File: src/rtl/weight_pingpong_buff.sv
// rtl/weight_pingpong_buff.sv - double-buffered kernel weight store: streamed shadow load, bank swap, replayable read stream
// Build option: define WB_AUTO_SWAP_EN to swap as soon as the shadow kernel is complete and the reader is idle.
module weight_pingpong_buff #(
    parameter int DATA_WIDTH = 16,
    parameter int DEPTH      = 16
) (
    input  logic                  clk,
    input  logic                  rstn,
    input  logic [7:0]            cfg_kernel_size,
    output logic                  cfg_err,
    input  logic                  wr_valid,
    input  logic [DATA_WIDTH-1:0] wr_data,
    output logic                  wr_ready,
    output logic                  shadow_full,
    input  logic                  swap_req,
    output logic                  active_valid,
    input  logic                  rd_start,
    output logic                  rd_valid,
    output logic [DATA_WIDTH-1:0] rd_data,
    output logic                  rd_last,
    output logic                  rd_busy
);
    localparam int         CW       = $clog2(DEPTH + 1);
    localparam int         AW       = $clog2(DEPTH);
    localparam logic [8:0] MAX_SIZE = 9'(DEPTH);

    typedef enum logic [1:0] {W_IDLE, W_LOAD, W_FULL} w_state_t;
    typedef enum logic {R_IDLE, R_STREAM} r_state_t;

    w_state_t w_state, w_state_next;
    r_state_t r_state, r_state_next;

    logic [DATA_WIDTH-1:0] mem [2][DEPTH];
    logic                  active_bank;
    logic [CW-1:0]         ksize_w;
    logic [CW-1:0]         ksize_r;
    logic [CW-1:0]         wr_cnt;
    logic [CW-1:0]         rd_cnt;
    logic [AW-1:0]         wr_idx;
    logic                  wr_fire;
    logic                  swap;
    logic                  rd_accept;
    logic                  rd_replay;
    logic                  rd_advance;

    assign cfg_err     = (cfg_kernel_size == 8'd0) || ({1'b0, cfg_kernel_size} > MAX_SIZE);
    assign wr_ready    = ((w_state == W_IDLE) && !cfg_err) || (w_state == W_LOAD);
    assign wr_fire     = wr_valid && wr_ready;
    assign shadow_full = (w_state == W_FULL);
    assign rd_busy     = (r_state == R_STREAM);
    assign wr_idx      = (w_state == W_IDLE) ? '0 : wr_cnt[AW-1:0];

`ifdef WB_AUTO_SWAP_EN
    logic unused_swap_req;
    assign unused_swap_req = swap_req;
    assign swap = shadow_full && (r_state == R_IDLE);
`else
    assign swap = shadow_full && (r_state == R_IDLE) && swap_req;
`endif

    // A swap in the same cycle as rd_start counts as a live kernel; the bank flips on the same edge.
    assign rd_accept  = (r_state == R_IDLE) && rd_start && (active_valid || swap);
    assign rd_replay  = rd_busy && rd_last && rd_start;
    assign rd_advance = rd_busy && !rd_last;

    always_comb begin
        w_state_next = w_state;
        case (w_state)
            W_IDLE:  if (wr_fire) w_state_next = (cfg_kernel_size == 8'd1) ? W_FULL : W_LOAD;
            W_LOAD:  if (wr_fire && (wr_cnt == ksize_w - CW'(1))) w_state_next = W_FULL;
            W_FULL:  if (swap) w_state_next = W_IDLE;
            default: w_state_next = W_IDLE;
        endcase
    end

    always_comb begin
        r_state_next = r_state;
        case (r_state)
            R_IDLE:   if (rd_accept) r_state_next = R_STREAM;
            R_STREAM: if (rd_last && !rd_start) r_state_next = R_IDLE;
            default:  r_state_next = R_IDLE;
        endcase
    end

    always_ff @(posedge clk or negedge rstn) begin
        if (!rstn) begin
            w_state <= W_IDLE;
            r_state <= R_IDLE;
        end else begin
            w_state <= w_state_next;
            r_state <= r_state_next;
        end
    end

    always_ff @(posedge clk or negedge rstn) begin
        if (!rstn) begin
            ksize_w <= '0;
            wr_cnt  <= '0;
        end else if (wr_fire) begin
            if (w_state == W_IDLE) begin
                ksize_w <= CW'(cfg_kernel_size);
                wr_cnt  <= CW'(1);
            end else begin
                wr_cnt  <= wr_cnt + CW'(1);
            end
        end
    end

    // Weight storage has no reset; only the shadow bank is ever written.
    always_ff @(posedge clk) begin
        if (wr_fire) mem[~active_bank][wr_idx] <= wr_data;
    end

    always_ff @(posedge clk or negedge rstn) begin
        if (!rstn) begin
            active_bank  <= 1'b0;
            active_valid <= 1'b0;
            ksize_r      <= '0;
        end else if (swap) begin
            active_bank  <= ~active_bank;
            active_valid <= 1'b1;
            ksize_r      <= ksize_w;
        end
    end

    // Output register: rd_cnt is the index of the next word to present.
    always_ff @(posedge clk or negedge rstn) begin
        if (!rstn) begin
            rd_cnt   <= '0;
            rd_valid <= 1'b0;
            rd_data  <= '0;
            rd_last  <= 1'b0;
        end else if (rd_replay) begin
            rd_cnt   <= CW'(1);
            rd_valid <= 1'b1;
            rd_data  <= mem[active_bank][0];
            rd_last  <= (ksize_r == CW'(1));
        end else if (rd_advance) begin
            rd_cnt   <= rd_cnt + CW'(1);
            rd_valid <= 1'b1;
            rd_data  <= mem[active_bank][rd_cnt[AW-1:0]];
            rd_last  <= (rd_cnt == ksize_r - CW'(1));
        end else begin
            rd_cnt   <= '0;
            rd_valid <= 1'b0;
            rd_data  <= '0;
            rd_last  <= 1'b0;
        end
    end
endmodule

File: config.mk
export PLATFORM = sky130hd
export DESIGN_NAME = weight_pingpong_buff
export DESIGN_NICKNAME = d
export VERILOG_FILES = /design/src/rtl/weight_pingpong_buff.sv
export SDC_FILE = /design/constraint.sdc
export NUM_CORES = 1
export LEC_CHECK = 0
export BUFFER_PORTS_ARGS = -buffer_cell sky130_fd_sc_hd__buf_2
export CORE_MARGIN = 2
export CORE_UTILIZATION = 50
export DETAILED_ROUTE_END_ITERATION = 6
export PLACE_DENSITY = 0.66
export SETUP_SLACK_MARGIN = 0.02
export SYNTH_ARGS = -nofsm -noshare
export SYNTH_HDL_FRONTEND = slang
export SYNTH_SLANG_ARGS = --single-unit
File: constraint.sdc
create_clock -name clk -period 3.8 [get_ports clk]
set_clock_uncertainty 0.1 [all_clocks]
set_input_delay 0.38 -clock clk [delete_from_list [all_inputs] [get_ports clk]]
set_output_delay 0.38 -clock clk [all_outputs]
set_load 0.005 [all_outputs]
=== After elaboration in Yosys (flattened, before gate mapping) ===
Memories as Yosys holds them, arrays and structs flattened.
Index checks and enable logic that the tools add are counted.

* Flip-flop bits (word level): 43
* Bits in latches: 0
* Bits in writable memories: 512
* ROM bits: 0
* Input bits: 29
* Output and inout bits: 23
* Word-level logic and storage cells: 80
* Memories: 1

{| class="wikitable"
|+ Memory list
! memory !! words !! width !! read ports !! clocked after Yosys merged registers in !! write ports !! line !! source
|-
| mem || 2 || 256 || 1 || 0 || 1 || 33 || <nowiki>logic [DATA_WIDTH-1:0] mem [2][DEPTH];</nowiki>
|}

* $add $sub $neg: 4
* Multiply operators: 0
* Divide/modulo/power cells: 0
* Order comparisons: 4
* Equal/unequal tests: 9
* Shift-type cells: 0
* Muxes and demuxes: 25
* Bitwise logic cells: 4
* Reductions and logical operators: 22

{| class="wikitable"
|+ Operator list
! kind !! number
|-
| 256-bit 2-to-1 mux || 1
|-
| 16-bit 2-to-1 mux || 5
|-
| 16-bit binary-select mux with 4-bit select || 1
|-
| 16-bit demux with 4-bit select || 1
|-
| 5-bit 2-to-1 mux || 3
|-
| 1-bit logical AND || 12
|-
| 5-bit by 1-bit adder with 5-bit output, second input constant || 2
|-
| 5-bit equality test || 2
|-
| 5-bit greater-or-equal comparator, second input constant || 2
|-
| 4-bit NOT with 5-bit output || 2
|-
| 5-bit by 1-bit subtractor with 5-bit output, second input constant || 2
|-
| 8-bit by 1-bit equality test with 1-bit output, second input constant || 1
|-
| 8-bit by 5-bit greater-than comparator with 1-bit output, second input constant || 1
|-
| 8-bit zero test || 1
|-
| 2-bit 2-to-1 mux || 4
|-
| 1-bit 2-to-1 mux || 7
|-
| 2-bit case mux with 3 select lines || 1
|-
| 5-bit by 1-bit equality test with 1-bit output, second input constant || 1
|-
| 5-bit by 1-bit < comparator with 1-bit output, second input constant || 1
|-
| 4-bit 2-to-1 mux || 1
|-
| 2-bit by 1-bit inequality test with 1-bit output, second input constant || 2
|-
| 1-bit zero test || 3
|-
| 1-bit logical OR || 3
|-
| 3-bit AND reduction || 1
|-
| other kinds (7) || 8
|}

=== Longest topological paths before layout ===
Gate-level depths: netlist of run 1.

* Word-level depth: 9
* Gate-level depth with buffers: 8
* Gate-level depth less buffers: 6

=== Worst setup path before layout of run 1 ===
No wires, ideal clock.

* Path kind: input-to-reg
* Start point: input port cfg_kernel_size[0]
* End point: memory mem[0][48] (netlist bit) (enable)
* Library setup time: 0.409 ns
* Arrival time: 2.355 ns
* Required time: 3.291 ns
* Slack: 0.936 ns
* Cell stages on the path: 4
* Path buffers: 0
* Path through: nor4_2 -> mux2_2 -> o211ai_1 -> nor3_1

* Longest elaborated chain between the ends: 8
* Elaborated cells between the ends (all ways): 9
* Classes of those cells: 1 x order compare; 2 x mux; 6 x reduce/logical

{| class="wikitable"
|+ Ends and longest elaborated chain
! what !! line !! source
|-
| start: declaration || 9 || <nowiki>input logic [7:0] cfg_kernel_size,</nowiki>
|-
| 8-bit by 5-bit greater-than comparator with 1-bit output or 8-bit zero test (tied branches) || 46 || <nowiki>assign cfg_err = (cfg_kernel_size == 8'd0) || ({1'b0, cfg_kernel_size} > MAX_SIZE);</nowiki>
|-
| 1-bit logical OR (*) || 46 ||
|-
| 1-bit zero test (*) || 47 || <nowiki>assign wr_ready = ((w_state == W_IDLE) && !cfg_err) || (w_state == W_LOAD);</nowiki>
|-
| 1-bit logical AND (*) || 47 ||
|-
| 1-bit logical OR (*) || 47 ||
|-
| 1-bit logical AND (*) || 48 || <nowiki>assign wr_fire = wr_valid && wr_ready;</nowiki>
|-
| 1-bit 2-to-1 mux (*) || 111 || <nowiki>if (wr_fire) mem[~active_bank][wr_idx] <= wr_data;</nowiki>
|-
| 256-bit 2-to-1 mux (implied by the code) (*) || 111 ||
|-
| end: declaration || 33 ||
|}

Every way passes the cells marked *; elsewhere a longest branch is shown, timed or not.

=== Worst setup path after layout of run 1 ===
* Start point: register active_bank
* End point: register rd_data[2]

* Longest elaborated chain between the ends: 6

{| class="wikitable"
|+ Ends and longest elaborated chain
! what !! line !! source
|-
| start: declaration || 34 || <nowiki>logic active_bank;</nowiki>
|-
| start signal: assignment || 120 || <nowiki>active_bank <= ~active_bank;</nowiki>
|-
| memory 2 x 256 bit (*) || - ||
|-
| 16-bit binary-select mux with 4-bit select || 141 || <nowiki>rd_data <= mem[active_bank][rd_cnt[AW-1:0]];</nowiki>
|-
| 16-bit 2-to-1 mux (implied by the code) (2 in a row) || 141 ||
|-
| 16-bit 2-to-1 mux || 138 || <nowiki>end else if (rd_advance) begin</nowiki>
|-
| 16-bit 2-to-1 mux (*) || 133 || <nowiki>end else if (rd_replay) begin</nowiki>
|-
| end signal: assignment || 136 || <nowiki>rd_data <= mem[active_bank][0];</nowiki>
|-
| end signal: assignment || 141 ||
|-
| end: declaration || 19 || <nowiki>output logic [DATA_WIDTH-1:0] rd_data,</nowiki>
|}

Every way passes the cells marked *; elsewhere a longest branch is shown, timed or not. The select of a mux whose other input is x is not followed.
A chain may end at the register's enable or synchronous reset.

==> metrics.txt, run 1 <==
Initial Util=50.7%; Filler cells=3274; Remaining DRCs=0; P_leak=8.09 nW; routed vias/inst=roughly 6; clock network latency to the later pin of the worst-skew pair=~0.60 ns; CP Class=reg2reg; Startpoint Class=register; Clock Sinks=between 500 and 600; Max Slew Vio Count=0; cts hold-fix bufs=7; critical path endpoint category=register; antenna violations before repair=1; final setup vio count=0; Buf/Inv on CP=1; share of cells above drive strength 1=22.8%; die width=between 200 and 250 um; Ant. Diodes=0; site row count=76; core area=43200 um^2; CP Data Required Time=4.14 ns; Syn Inst Count=approximately 1200; Port Buffers=between 50 and 60; top area cells in the synthesized netlist=edfxtp_1, mux4_2, dfrtp_1, mux2i_1, o22ai_1; Post-Route WL=50.2 mm; slowest CP cell=dfrtp_4; VDD IR max=about 0.35 mV; grt total ovfl=0; mean cell area of the mapped netlist=19.0 um^2; Synth top area share=roughly 70%; pwr/cell area=~660 nW/um^2; Post-synth ARST share=between 7 and 8%; postcts setup bufs=0; RSZ-0062 raised after global routing=false; main flop type after synthesis=edfxtp_1; max_cap viols=0; syn_nets=between 1000 and 1500; CTS tree=yes; DR iter-0 viols=between 1000 and 1500; post-synth top area cell=edfxtp_1; Resized cells post-CTS=0; Die ar.=45500 um^2; CP Max Fanout=36; Num CTS Buffers=between 50 and 60; Post-DP HPWL=between 30 and 40 mm; per-cell routed wire length=about 26 um; number of synthesized flops with an enable pin=512; Final Cycle Share=76.4%; clock buffer depth=3; hold slack=0.159 ns; Worst-path clk slew=0.06 ns; Syn. warnings=0; GRT Util Overall=a little under a quarter; die height=around 210 um; I/O pin count=52; Slew @ Worst Pin=approximately 0.95 ns; synthesized area=around 22000 um^2; synthesis-to-finish area growth=13.6%; first-pass GRT wire length=73.6 mm; Distinct cells, synth=57; cell class contributing the biggest share of worst-path delay=compound AO/OA/AOI/OAI gates; DR pass1 iterations=5; DR vias=11400; Setup TNS=0 ns; fmax=~0.34 GHz; # H-tree levels=2; Worst EP arrival=3.25 ns; Routed Antenna Nets=0; Final min period=2.90 ns; vias in the first global route=11300; hold crit path type=in2reg; status=complete, no violations; Final Hold Violating Endpoints=0; slowest stage delay, CP=~0.86 ns; Cell Chain, Critical Path=buf_4 > mux2i_1 > o221ai_1 > a221oi_1 > o21ai_1; GP Congestion=0.826; Clock Tree Root=clkbuf_16; Slew HR=between 30% and 40%; number of synthesized register bits=between 500 and 600; sequential area share after synthesis=around 75%; Final nets=~1300; largest net degree at the start of global routing=37
[worst min-delay path: stages]
cell,delay (ns)
buf_2,0.10
nor3_1,0.07
a2bb2oi_1,0.15
o211a_1,0.11
[layout by cell type, fill, tap and decap left out, types with 16 or more instances in the layout]
master / instances
edfxtp_1: 512
dfrtp_1: 40
buf_4: 63
nor2_1: 71
mux4_2: 74
buf_2: 51
o221ai_1: 16
clkbuf_16: 57
or3_1: 18
nor4_1: 20
o22ai_1: 48
a21oi_1: 19
mux2i_1: 98
[worst paths after layout]
kind | startpoint | end | slack, ns | depth (start not counted)
setup / recovery | active_bank | rd_data[2] | 0.90 | 5
hold / removal | cfg_kernel_size[6] | w_state[1] | 0.16 | 4
setup reg to reg | active_bank | rd_data[2] | 0.90 | 5
hold reg to reg | active_valid | active_valid | 0.39 | 1
max in group asynchronous | rstn | active_bank | 2.57 | 3
min in group asynchronous | rstn | rd_cnt[4] | 0.18 | 2
[power breakdown]
| part | total [mW] | leakage (nW) | switching, mW | internal (mW) |
|---|---|---|---|---|
| clock | 5.34 | 0.883 | 2.21 | 3.14 |
| combinational | 3.46 | 2.06 | 2.05 | 1.41 |
| sequential | 7.53 | 5.14 | 0.392 | 7.14 |
[routing by layer]
metal | GRT usage (%) | routed length [um] | vias up
li1 | - | - | 4932
met1 | 31.1 | 20900 | 5944
met2 | 36.5 | 24100 | 432
met3 | 4.85 | 3670 | 92
met4 | 7.64 | 1550 | 2
met5 | 0 | 13 | -
[registers in the layout, indices dropped and copies added (netlist names), 2 cells and up]
name and count:
wr_cnt 5, mem 512, ksize_w 5, rd_cnt 5, ksize_r 5, w_state 2, rd_data 16
[area by class of cell]
class	count	area, um^2	area share (%)
clock buffer	74	1560	6.27
clock inverter	28	236	0.950
inverter	12	45.0	0.181
multi-input combinational	521	4990	20.1
sequential	555	16500	66.2
tap	585	732	2.94
timing repair buffer	124	858	3.45
[logic make-up after synthesis]
group | Yosys count | share of synthesized area, %
muxes | 186 | 13.3
adders and majority gates | 5 | 0.286
xor gates and xnor gates | 17 | 0.743
AOI/OAI and AO/OA | 142 | 4.45
buffers and inverters | 79 | 2.12
and+or+nand+nor | 171 | 3.95
DFF | 555 | 75.1
[synth_stat cells (all sizes together) (2+ instances only)]
cell type	count
ha	5
nand3	10
dfrtp	43
nand2b	10
o221ai	16
nor2	71
nor3b	2
a21oi	19
xnor2	9
or3	18
a31oi	3
a221oi	16
buf	45
nand2	14
inv	12
or2	5
o22ai	48
edfxtp	512
clkbuf	22
nor2b	2
nand4b	2
xor2	7
nor4	21
mux2	8
mux2i	98
nand3b	5
nor3	7
o21ai	27
o211ai	2
mux4	80
[per-stage QoR]
stage	worst slack (ns)	instance area, um^2	power [mW]	cells	utilization, %
4_1_cts	0.838	24900	16.4	1899	57.6
3_5_place_dp	0.846	23000	11.1	1790	53.3
3_3_place_gp	0.873	23000	11.1	1790	53.3
6_report	0.896	24900	16.3	1899	57.6
2_1_floorplan	0.936	21900	9.78	1155	-
5_1_grt	0.758	24900	17.0	1899	57.6
Power figures use the tool's default switching activity.
==> inputs of run 2 (changes only) <==
- PLACE_DENSITY: 0.66 -> 0.69
- clock period: 3.8 -> 2.59 ns (I/O delays scaled with it)
==> run 2 against run 1 <==
Against the previous run: via count rose by 0.46%; utilization rose by 1.2 points; first-iteration DRC count fell by 24%; register-to-register slack got worse by 0.77 ns; largest cell class unchanged; sequential power rose by 46%; die area did not move; worst setup slack got worse by 0.77 ns; highest routed layer unchanged; combinational power rose by 64%; count of clock-buffer cells in the layout fell by 9; non-clock buffer count rose by 21; critical path depth fell by 1.
==> metrics.txt, run 2 (synthesized netlist as in run 1, its figures left out) <==
per-cell routed wire length=26.5 um; post-route setup slack=~0.13 ns; largest net degree at the start of global routing=36; vias in the first global route=between 10000 and 15000; antenna violations before repair=5; Final Hold Violating Endpoints=0; share of cells above drive strength 1=between 20 and 25%; Clock Tree Root=clkbuf_16; Setup TNS=0 ns; pwr/cell area=between 900 and 1000 nW/um^2; R2R Path Start=active_bank; CTS tree=yes; WL met3=around 4.6 mm; slowest CP cell=dfrtp_4; DR vias=11500; CP Class=reg2reg; Max Slew Vio Count=0; die height=around 210 um; DR top layer=met5; DR pass1 iterations=7; Routed Antenna Nets=0; status=complete, no violations; Slew @ Worst Pin=around 0.8 ns; Final nets=around 1300; pre-CTS WS=-0.201 ns; hold slack=0.0392 ns; first-pass GRT wire length=roughly 74 mm; I/O pin count=between 50 and 60; WL met2=roughly 25 mm; Die ar.=between 40000 and 50000 um^2; Startpoint Class=register; critical path endpoint category=register; site row count=76; Slew HR=between 40% and 50%; commonest non-fill, non-tap cell in the layout=edfxtp_1; fmax=a little over 0.4 GHz; Remaining DRCs=0; final core utilization=between 50% and 60%; Top reg by flops=mem; core area=roughly 43000 um^2; clock buffer depth=3; Final Cycle Share=between 90% and 100%; Num CTS Buffers=54; M1 WL=20.0 mm; # H-tree levels=2; P_leak=between 8 and 9 nW; RSZ-0062 raised after global routing=false; final setup vio count=0; Cell Chain, Critical Path=buf_12 > mux4_2 > a221oi_2 > o21ai_1; GRT Util Overall=~23%; clock network latency to the later pin of the worst-skew pair=roughly 0.6 ns; Final min period=about 2.5 ns; die width=213 um; Regs by FF count=mem (512), rd_data (16); CP Data Required Time=around 3 ns; routed vias/inst=5.96; Setup crit start=active_bank; hold crit path type=in2reg; Initial Util=between 50% and 60%; grt total ovfl=0; most frequent cells in the layout=edfxtp_1, mux2i_1, mux4_2; Hold Path Origin=wr_valid; Post-DP HPWL=around 32 mm; max FFs per register=512; Clock Sinks=roughly 560; Port Buffers=just over 50; synthesis-to-finish area growth=16.1%; Filler cells=approximately 3200; VDD IR max=0.599 mV; DR iter-0 viols=977; slowest stage delay, CP=around 0.64 ns; Worst-path clk slew=0.06 ns; Post-Route WL=51.0 mm; GP Congestion=0.839; CP Max Fanout=21; Worst EP arrival=around 2.8 ns; max_cap viols=0; fin area=~25000 um^2; Placement Cell Area=23300 um^2
==> run 2: cell count changes in the layout (fill, tap and decap cells not counted), sizes merged <==
cell / change
clkbuf: -9
diode: +1
dlygate4sd3: +3
bufinv: +5
inv: +2
buf: +18
clkinv: +2
==> run 2: area by class of cell <==
type	count	area, um^2	share of cell area, %
antenna	1	2.50	0.00984
clock inverter	37	409	1.61
inverter	12	45.0	0.177
tap	585	732	2.88
clock buffer	65	1480	5.81
timing repair buffer	145	1220	4.81
multi-input combinational	521	5070	19.9
sequential	555	16500	64.8
==> run 2: metal layers <==
layer  track usage [%]  vias up
met5                 0        -
met4              8.43        6
met3              6.62      104
met2              38.0      409
met1              29.8     5967
li1                  -     4969
==> run 2: worst paths after layout <==
| kind | cells after the start | slack (ns) | to |
|---|---|---|---|
| max reg2reg | 4 | 0.13 | rd_data[12] |
| min reg2reg | 1 | 0.40 | active_valid |
| max | 4 | 0.13 | rd_data[12] |
| max in group asynchronous | 3 | 1.44 | rd_cnt[1] |
| min | 4 | 0.04 | wr_cnt[0] |
| min in group asynchronous | 3 | 0.21 | rd_busy |
==> run 2: metrics by stage <==
stage / instances / total power [mW]
after CTS: 1920 / 25.0
after global routing: 1920 / 25.8
final: 1921 / 24.9
after floorplan: 1155 / 14.4
after detailed placement: 1808 / 16.7
after global placement: 1808 / 16.7
==> run 2: repair_timing <==
action,CTS,global route
endpoints found under the setup margin,6,6
pin swaps,0,0
hold buffers,10,0
hold endpoints to repair,52,0
resized for setup,6,7
setup buffers,0,0
==> run 2: critical path: cells and delay by family, from the launching register on <==
| family | cells | cell delay (ns) |
|---|---|---|
| compound gates | 2 | 0.75 |
| flops | 1 | 0.64 |
| mux | 1 | 0.57 |
| buf+inv | 1 | 0.25 |
==> run 2: power by group <==
| part | switching [mW] | total [mW] | internal [mW] |
|---|---|---|---|
| Clock | 3.26 | 8.21 | 4.95 |
| Sequential | 0.534 | 11.0 | 10.5 |
| Combinational | 3.33 | 5.68 | 2.35 |
